File: src/rtl/block_ram_req_ctrl_pkg.sv
// block_ram_req_ctrl_pkg: shared transaction/state types and default widths
package block_ram_req_ctrl_pkg;
  localparam int DEF_DATA_WIDTH = 16;
  localparam int DEF_ADDR_WIDTH = 8;
  typedef enum logic {WRITE = 1'b0, READ = 1'b1} txn_t;
  typedef enum logic {RUN = 1'b0, CLEAR = 1'b1} state_t;
endpackage

File: src/rtl/block_ram_req_ctrl_if.sv
// block_ram_req_ctrl_if: request, response, clear and RAM-port signals of the controller
interface block_ram_req_ctrl_if
  import block_ram_req_ctrl_pkg::*;
#(
  parameter int DATA_WIDTH = DEF_DATA_WIDTH,
  parameter int ADDR_WIDTH = DEF_ADDR_WIDTH
);
  logic req_valid;
  logic req_ready;
  txn_t req_op;
  logic [ADDR_WIDTH-1:0] req_addr;
  logic [DATA_WIDTH-1:0] req_wdata;
  logic rsp_valid;
  logic rsp_ready;
  logic [DATA_WIDTH-1:0] rsp_data;
  logic clr_start;
  logic clr_done;
  logic busy;
  logic ram_en;
  logic ram_we;
  logic [ADDR_WIDTH-1:0] ram_addr;
  logic [DATA_WIDTH-1:0] ram_din;
  logic [DATA_WIDTH-1:0] ram_dout;
  modport master (
    output req_valid, req_op, req_addr, req_wdata, rsp_ready, clr_start, ram_dout,
    input req_ready, rsp_valid, rsp_data, clr_done, busy, ram_en, ram_we, ram_addr, ram_din
  );
  modport slave (
    input req_valid, req_op, req_addr, req_wdata, rsp_ready, clr_start, ram_dout,
    output req_ready, rsp_valid, rsp_data, clr_done, busy, ram_en, ram_we, ram_addr, ram_din
  );
endinterface

File: src/rtl/block_ram_rsp_fifo.sv
// block_ram_rsp_fifo: synchronous response FIFO with occupancy count and zeroed output when empty
module block_ram_rsp_fifo #(
  parameter int DEPTH = 4,
  parameter int WIDTH = 16
) (
  input  logic                       clk,
  input  logic                       rst_n,
  input  logic                       i_push,
  input  logic [WIDTH-1:0]           i_din,
  input  logic                       i_pop,
  output logic                       o_valid,
  output logic [WIDTH-1:0]           o_dout,
  output logic [$clog2(DEPTH):0]     o_count
);
  localparam int AW = $clog2(DEPTH);
  localparam int CW = AW + 1;
  logic [WIDTH-1:0] r_mem [DEPTH];
  logic [AW-1:0] r_wr, r_rd;
  logic [CW-1:0] r_count;
  logic w_pop;
  assign o_valid = r_count != '0;
  assign w_pop = i_pop && o_valid;
  assign o_dout = o_valid ? r_mem[r_rd] : '0;
  assign o_count = r_count;
  always_ff @(posedge clk or negedge rst_n) begin
    if (!rst_n) begin
      r_wr <= '0;
      r_rd <= '0;
      r_count <= '0;
    end else begin
      r_wr <= r_wr + AW'(i_push);
      r_rd <= r_rd + AW'(w_pop);
      r_count <= r_count + CW'(i_push) - CW'(w_pop);
    end
  end
  always_ff @(posedge clk) begin
    if (i_push) r_mem[r_wr] <= i_din;
  end
  a_no_overflow: assert property (@(posedge clk) disable iff (!rst_n)
    !(i_push && !w_pop && r_count == CW'(DEPTH)));
endmodule

File: src/rtl/block_ram_req_ctrl.sv
// block_ram_req_ctrl: serialises read/write requests onto a RAM port, queues read data, zero-fills on demand
module block_ram_req_ctrl
  import block_ram_req_ctrl_pkg::*;
#(
  parameter int DATA_WIDTH = DEF_DATA_WIDTH,
  parameter int ADDR_WIDTH = DEF_ADDR_WIDTH,
  parameter int RSP_DEPTH  = 4
) (
  input logic clk,
  input logic rst_n,
  block_ram_req_ctrl_if.slave bus
);
  localparam int CW = $clog2(RSP_DEPTH) + 1;
  state_t r_state;
  logic [ADDR_WIDTH-1:0] r_clr_addr, r_ram_addr;
  logic [DATA_WIDTH-1:0] r_ram_din;
  logic r_clr_done, r_ram_en, r_ram_we, r_rd_wait;
  logic [CW-1:0] w_count;
  logic [CW:0] w_used;
  logic w_accept, w_rd_issue, w_pop, w_rsp_valid;
  assign w_rd_issue = r_ram_en && !r_ram_we;
  assign w_used = {1'b0, w_count} + (CW+1)'(w_rd_issue) + (CW+1)'(r_rd_wait);
  assign bus.req_ready = r_state == RUN && !bus.clr_start && w_used < (CW+1)'(RSP_DEPTH);
  assign w_accept = bus.req_valid && bus.req_ready;
  assign w_pop = w_rsp_valid && bus.rsp_ready;
  assign bus.rsp_valid = w_rsp_valid;
  assign bus.clr_done = r_clr_done;
  assign bus.busy = r_state == CLEAR;
  assign bus.ram_en = r_ram_en;
  assign bus.ram_we = r_ram_we;
  assign bus.ram_addr = r_ram_addr;
  assign bus.ram_din = r_ram_din;
  always_ff @(posedge clk or negedge rst_n) begin
    if (!rst_n) begin
      r_state <= RUN;
      r_clr_addr <= '0;
      r_clr_done <= 1'b0;
      r_ram_en <= 1'b0;
      r_ram_we <= 1'b0;
      r_ram_addr <= '0;
      r_ram_din <= '0;
      r_rd_wait <= 1'b0;
    end else begin
      r_clr_done <= 1'b0;
      r_rd_wait <= w_rd_issue;
      if (r_state == CLEAR) begin
        r_ram_en <= r_clr_addr != '0;
        r_ram_we <= r_clr_addr != '0;
        r_ram_addr <= r_clr_addr;
        r_ram_din <= '0;
        r_clr_addr <= r_clr_addr + 1'b1;
        r_state <= (r_clr_addr == '0) ? RUN : CLEAR;
        r_clr_done <= r_clr_addr == '0;
      end else if (bus.clr_start) begin
        r_state <= CLEAR;
        r_ram_en <= 1'b1;
        r_ram_we <= 1'b1;
        r_ram_addr <= '0;
        r_ram_din <= '0;
        r_clr_addr <= ADDR_WIDTH'(1);
      end else begin
        r_ram_en <= w_accept;
        r_ram_we <= w_accept && bus.req_op == WRITE;
        r_ram_addr <= bus.req_addr;
        r_ram_din <= bus.req_wdata;
      end
    end
  end
  block_ram_rsp_fifo #(.DEPTH(RSP_DEPTH), .WIDTH(DATA_WIDTH)) u_fifo (
    .clk(clk),
    .rst_n(rst_n),
    .i_push(r_rd_wait),
    .i_din(bus.ram_dout),
    .i_pop(w_pop),
    .o_valid(w_rsp_valid),
    .o_dout(bus.rsp_data),
    .o_count(w_count)
  );
endmodule

File: src/flat_wrapper.sv
// flat-port wrapper written by rule: the top's interface ports become plain ports
module block_ram_req_ctrl_flat import block_ram_req_ctrl_pkg::*;
#(
  parameter int DATA_WIDTH = DEF_DATA_WIDTH,
  parameter int ADDR_WIDTH = DEF_ADDR_WIDTH,
  parameter int RSP_DEPTH  = 4
)
  (clk, rst_n, bus_req_valid, bus_req_op, bus_req_addr, bus_req_wdata, bus_rsp_ready, bus_clr_start, bus_ram_dout, bus_req_ready, bus_rsp_valid, bus_rsp_data, bus_clr_done, bus_busy, bus_ram_en, bus_ram_we, bus_ram_addr, bus_ram_din);
  block_ram_req_ctrl_if #(.DATA_WIDTH(DATA_WIDTH), .ADDR_WIDTH(ADDR_WIDTH)) bus_i ();
  input logic clk;
  input logic rst_n;
  input wire logic [$bits(bus_i.req_valid)-1:0] bus_req_valid;
  input wire logic [$bits(bus_i.req_op)-1:0] bus_req_op;
  input wire logic [$bits(bus_i.req_addr)-1:0] bus_req_addr;
  input wire logic [$bits(bus_i.req_wdata)-1:0] bus_req_wdata;
  input wire logic [$bits(bus_i.rsp_ready)-1:0] bus_rsp_ready;
  input wire logic [$bits(bus_i.clr_start)-1:0] bus_clr_start;
  input wire logic [$bits(bus_i.ram_dout)-1:0] bus_ram_dout;
  output wire logic [$bits(bus_i.req_ready)-1:0] bus_req_ready;
  output wire logic [$bits(bus_i.rsp_valid)-1:0] bus_rsp_valid;
  output wire logic [$bits(bus_i.rsp_data)-1:0] bus_rsp_data;
  output wire logic [$bits(bus_i.clr_done)-1:0] bus_clr_done;
  output wire logic [$bits(bus_i.busy)-1:0] bus_busy;
  output wire logic [$bits(bus_i.ram_en)-1:0] bus_ram_en;
  output wire logic [$bits(bus_i.ram_we)-1:0] bus_ram_we;
  output wire logic [$bits(bus_i.ram_addr)-1:0] bus_ram_addr;
  output wire logic [$bits(bus_i.ram_din)-1:0] bus_ram_din;
  assign bus_i.req_valid = bus_req_valid;
  assign bus_i.req_op = bus_req_op;
  assign bus_i.req_addr = bus_req_addr;
  assign bus_i.req_wdata = bus_req_wdata;
  assign bus_i.rsp_ready = bus_rsp_ready;
  assign bus_i.clr_start = bus_clr_start;
  assign bus_i.ram_dout = bus_ram_dout;
  assign bus_req_ready = bus_i.req_ready;
  assign bus_rsp_valid = bus_i.rsp_valid;
  assign bus_rsp_data = bus_i.rsp_data;
  assign bus_clr_done = bus_i.clr_done;
  assign bus_busy = bus_i.busy;
  assign bus_ram_en = bus_i.ram_en;
  assign bus_ram_we = bus_i.ram_we;
  assign bus_ram_addr = bus_i.ram_addr;
  assign bus_ram_din = bus_i.ram_din;
  block_ram_req_ctrl #(.DATA_WIDTH(DATA_WIDTH), .ADDR_WIDTH(ADDR_WIDTH), .RSP_DEPTH(RSP_DEPTH)) u_core (.clk(clk), .rst_n(rst_n), .bus(bus_i));
endmodule
File: config.mk
export PLATFORM = sky130hd
export DESIGN_NAME = block_ram_req_ctrl_flat
export DESIGN_NICKNAME = d
export VERILOG_FILES = /design/src/rtl/block_ram_req_ctrl_pkg.sv /design/src/rtl/block_ram_req_ctrl_if.sv /design/src/rtl/block_ram_rsp_fifo.sv /design/src/rtl/block_ram_req_ctrl.sv /design/src/flat_wrapper.sv
export SDC_FILE = /design/constraint.sdc
export NUM_CORES = 1
export LEC_CHECK = 0
export CAP_MARGIN = 20
export CORE_MARGIN = 1.5
export CORE_UTILIZATION = 45
export CTS_CLUSTER_DIAMETER = 40
export DETAILED_ROUTE_END_ITERATION = 12
export PLACE_DENSITY = 0.75
export SLEW_MARGIN = 20
export SYNTH_ARGS = -nofsm -noshare
export SYNTH_HDL_FRONTEND = slang
export SYNTH_SLANG_ARGS = --single-unit
File: constraint.sdc
create_clock -name clk -period 2.2 [get_ports clk]
set_clock_uncertainty 0.1 [all_clocks]
set_input_delay 0.22 -clock clk [delete_from_list [all_inputs] [get_ports clk]]
set_output_delay 0.22 -clock clk [all_outputs]
set_load 0.02 [all_outputs]
==> results.py, run 1 <==
metrics = {
    "cts": {
        "numCtsBuffers": 9,
        "clock_latency_ps": 350,
        "path_clk_slew_ps": 100,
        "cts_tree": "built",
        "clkSinkCount": 108,
        "cts_root_buf": "clkbuf_8",
        "cts.path.max_buffers": 2,
        "htreeDepth": 3,
    },
    "timing": {
        "grt_setup_unrepaired": "true",
        "worst_slew_pin_slew_ps": 649,
        "max_freq_mhz": 464,
        "setup-violations-final": 0,
        "period_minus_slack_ps": 2150,
        "finalHoldViolations": 0,
        "timing.setup.tns_ps": 0,
        "drv_slew": 0,
        "slew_headroom": 0.567,
        "finalCritPeriodShare": 0.979,
    },
    "detailed_routing": {
        "drtPass1Iterations": 3,
        "drt-total-wl_um": 7480,
        "postRouteAntennaNets": 0,
        "wl_per_cell_um": 15.8,
        "vias": 2364,
        "drtIter0Drc": 64,
        "via_per_inst": 4.99,
        "drc": 0,
    },
    "grt": {
        "grt_antenna_before_repair": 0,
        "grt_pass1_vias": 2472,
        "grt_max_degree": 32,
        "grt_pass1_wl_um": 12300,
        "track_usage": 0.165,
        "gr-total-overflow": 0,
    },
    "floorplanning": {
        "io_pins": 92,
        "rows": 35,
        "coreArea_sq_um": 9150,
        "fp.dieH_um": 99.6,
        "start_util": 0.459,
        "dieArea_sq_um": 9910,
        "die_w_um": 99.6,
    },
    "synthesis": {
        "syn_inst": 244,
        "syn-num-nets": 299,
        "ys_async_sr_fraction": 0.407,
        "yosysTopAreaCellShare": 0.458,
        "ys_ff_latch": 108,
        "synth_edf_count": 64,
        "synth.avg_cell_area_sq_um": 17.2,
        "synth.distinct_cells": 36,
        "netlist_area_sq_um": 4200,
        "yosys-top-cells-area": "edfxtp_1, dfrtp_1, mux4_2",
        "yosys_warnings": 0,
        "yosysTopAreaCell": "edfxtp_1",
        "synth_ff_type": "edfxtp_1",
        "yosysSeqAreaShare": 0.720,
    },
    "run_status": {
        "status": "complete, no violations",
    },
    "power_and_ir_drop": {
        "powerDensity_nw_per_um2": 1170,
        "p_leak_nw": 2.17,
        "ir_drop_mv": 0.627,
    },
    "critical_path": {
        "start_kind": "flip-flop",
        "critical_path_class": "reg2out",
        "reg2reg_slack_ps": 130,
        "critPathCaptureType": "output port",
        "reg2reg_depth": 8,
        "crit_arrival_ps": 1830,
        "reg2reg_to": "u_core.u_fifo.o_count[2]$_DFF_PN0_",
        "worst-path-max-fanout": 5,
        "cp.required_ps": 1880,
        "r2r_start": "u_core.u_fifo.o_count[0]$_DFF_PN0_",
    },
    "worst_hold_path": {
        "worstHoldStart": "bus_req_wdata[5]",
        "holdPathStages": 2,
        "worstHoldPathType": "in2reg",
        "holdPathEnd": "u_core.bus.ram_din[5]$_DFF_PN0_",
    },
    "layout": {
        "area_growth_pct": 31.8,
        "antenna-diode-count": 0,
        "multi_input_area_sq_um": 1110,
        "stdcell_area_sq_um": 5530,
        "fin_nets": 413,
        "n_fill_cell": 722,
        "drive_gt1_frac": 0.212,
        "final_cell_mix": "clkdlybuf4s50_1, edfxtp_1, dfrtp_1, nor2b_1",
        "seqCellArea_sq_um": 3020,
        "layout_commonest_cell": "clkdlybuf4s50_1",
    },
    "placement": {
        "gp_congestion": 0.728,
        "hpwl_um": 4950,
        "post_dp_cell_area_sq_um": 5350,
        "io_buffers": 91,
    },
    "run": {
        "maxCapViolations": 0,
    },
}
==> report_power, final <==
group / total, mW / internal (mW) / switching [mW] / leakage [nW]
clock: 1.05 / 0.412 / 0.637 / 0.0807
sequential: 2.77 / 2.53 / 0.241 / 1.14
combinational: 2.65 / 1.35 / 1.29 / 0.944
total: 6.46 / 4.30 / 2.17 / 2.17
==> worst max path at each step <==
stage / startpoint / endpoint / slack (ps) / cells after the start
after global routing: u_core.u_fifo.r_rd[0]$_DFF_PN0_ / bus_rsp_data[13] / -50 / 5
final: u_core.u_fifo.r_rd[0]$_DFF_PN0_ / bus_rsp_data[7] / 50 / 4
after detailed placement: u_core.r_rd_wait$_DFF_PN0_ / bus_req_ready / 40 / 5
after global placement: u_core.u_fifo.o_count[0]$_DFF_PN0_ / bus_req_ready / 60 / 5
after floorplan: u_core.r_rd_wait$_DFF_PN0_ / u_core.u_fifo.r_mem[0][0]$_DFFE_PP_ / 50 / 2
after CTS: u_core.u_fifo.r_rd[0]$_DFF_PN0_ / bus_rsp_data[14] / -50 / 4
==> metal layers <==
layer / vias up / GRT usage / part of all wire
met4: 0 / 0.0574 / 0.015
met1: 1174 / 0.218 / 0.44
met3: 11 / 0.0443 / 0.049
met2: 61 / 0.267 / 0.50
met5: - / 0 / 0
li1: 1118 / - / -
==> cell usage after synthesis (2+ instances only) <==
cell	instances
xnor2_1	2
dfrtp_1	44
a21oi_1	3
a22o_1	10
mux2i_1	2
nor3_1	3
nand3_1	3
clkbuf_1	6
buf_2	2
nand2b_1	2
edfxtp_1	64
nand2_1	6
ha_1	8
and2_1	16
o22ai_1	2
nor2b_1	18
mux4_2	16
xor2_1	4
inv_1	10
nor2_1	7
==> per-stage QoR <==
stage | hold WS (ps) | cells | util | power [mW] | setup WS [ps]
2_1_floorplan | -176 | 244 | - | 4.40 | 52.1
3_3_place_gp | 175 | 451 | 0.584 | 5.51 | 63.4
3_5_place_dp | 185 | 451 | 0.584 | 5.57 | 38.2
4_1_cts | 292 | 470 | 0.608 | 6.59 | -49.0
5_1_grt | 288 | 474 | 0.604 | 6.89 | -51.4
6_report | 306 | 474 | 0.604 | 6.46 | 46.1
==> flip-flops by register name (all words and copies together) (netlist names) <==
register	count
u_core.bus.clr_done	1
u_core.u_fifo.o_count	3
u_core.u_fifo.r_rd	2
u_core.u_fifo.r_wr	2
u_core.r_clr_addr	8
u_core.bus.ram_we	1
u_core.bus.busy	1
u_core.r_rd_wait	1
u_core.bus.ram_en	1
u_core.bus.ram_din	16
u_core.u_fifo.r_mem	64
u_core.bus.ram_addr	8
==> cell families (layout without fill, tap and decap cells) <==
kind of cell | after synthesis | in the layout | synth area share
XOR/XNOR | 6 | 6 | 0.0125
multiplexers | 18 | 18 | 0.0906
buffers and inverters | 20 | 139 | 0.0194
AND/OR/NAND/NOR | 62 | 62 | 0.0894
AO/OA/AOI/OAI | 21 | 21 | 0.0391
flip-flops | 108 | 108 | 0.720
adder cells (fa/ha/maj) | 9 | 9 | 0.0286
==> worst max-delay path: stages (launching register included) <==
cell	delay [ps]
dfrtp_1	430
buf_6	150
mux4_2	480
nor2b_1	140
clkdlybuf4s15_1	280
==> timing repair <==
action,CTS,global route
hold endpoints to repair,27,0
hold buffers,1,0
gates cloned,0,0
pin swaps,0,2
buffers inserted,2,4
endpoints found under the setup margin,18,18
resized for setup,41,23
==> area by class of cell <==
cell class | count | area share
multi-input cells | 116 | 0.201
inverters | 10 | 0.00679
clock inverters | 6 | 0.00702
well taps | 111 | 0.0251
repair buffers | 113 | 0.191
clock buffers | 10 | 0.0231
flip-flops and latches | 108 | 0.547
No activity file was read; power rests on OpenSTA's default activity.
==> run 2, diff against run 1 <==
--- a/config.mk
+++ b/config.mk
@@ -8,7 +8,7 @@
 export CAP_MARGIN = 20
 export CORE_MARGIN = 1.5
 export CORE_UTILIZATION = 45
-export CTS_CLUSTER_DIAMETER = 40
+export CTS_CLUSTER_DIAMETER = 150
 export DETAILED_ROUTE_END_ITERATION = 12
 export PLACE_DENSITY = 0.75
 export SLEW_MARGIN = 20
==> results of run 2 <==
No change in the layout: final DEF, timing and power equal those of run 1.
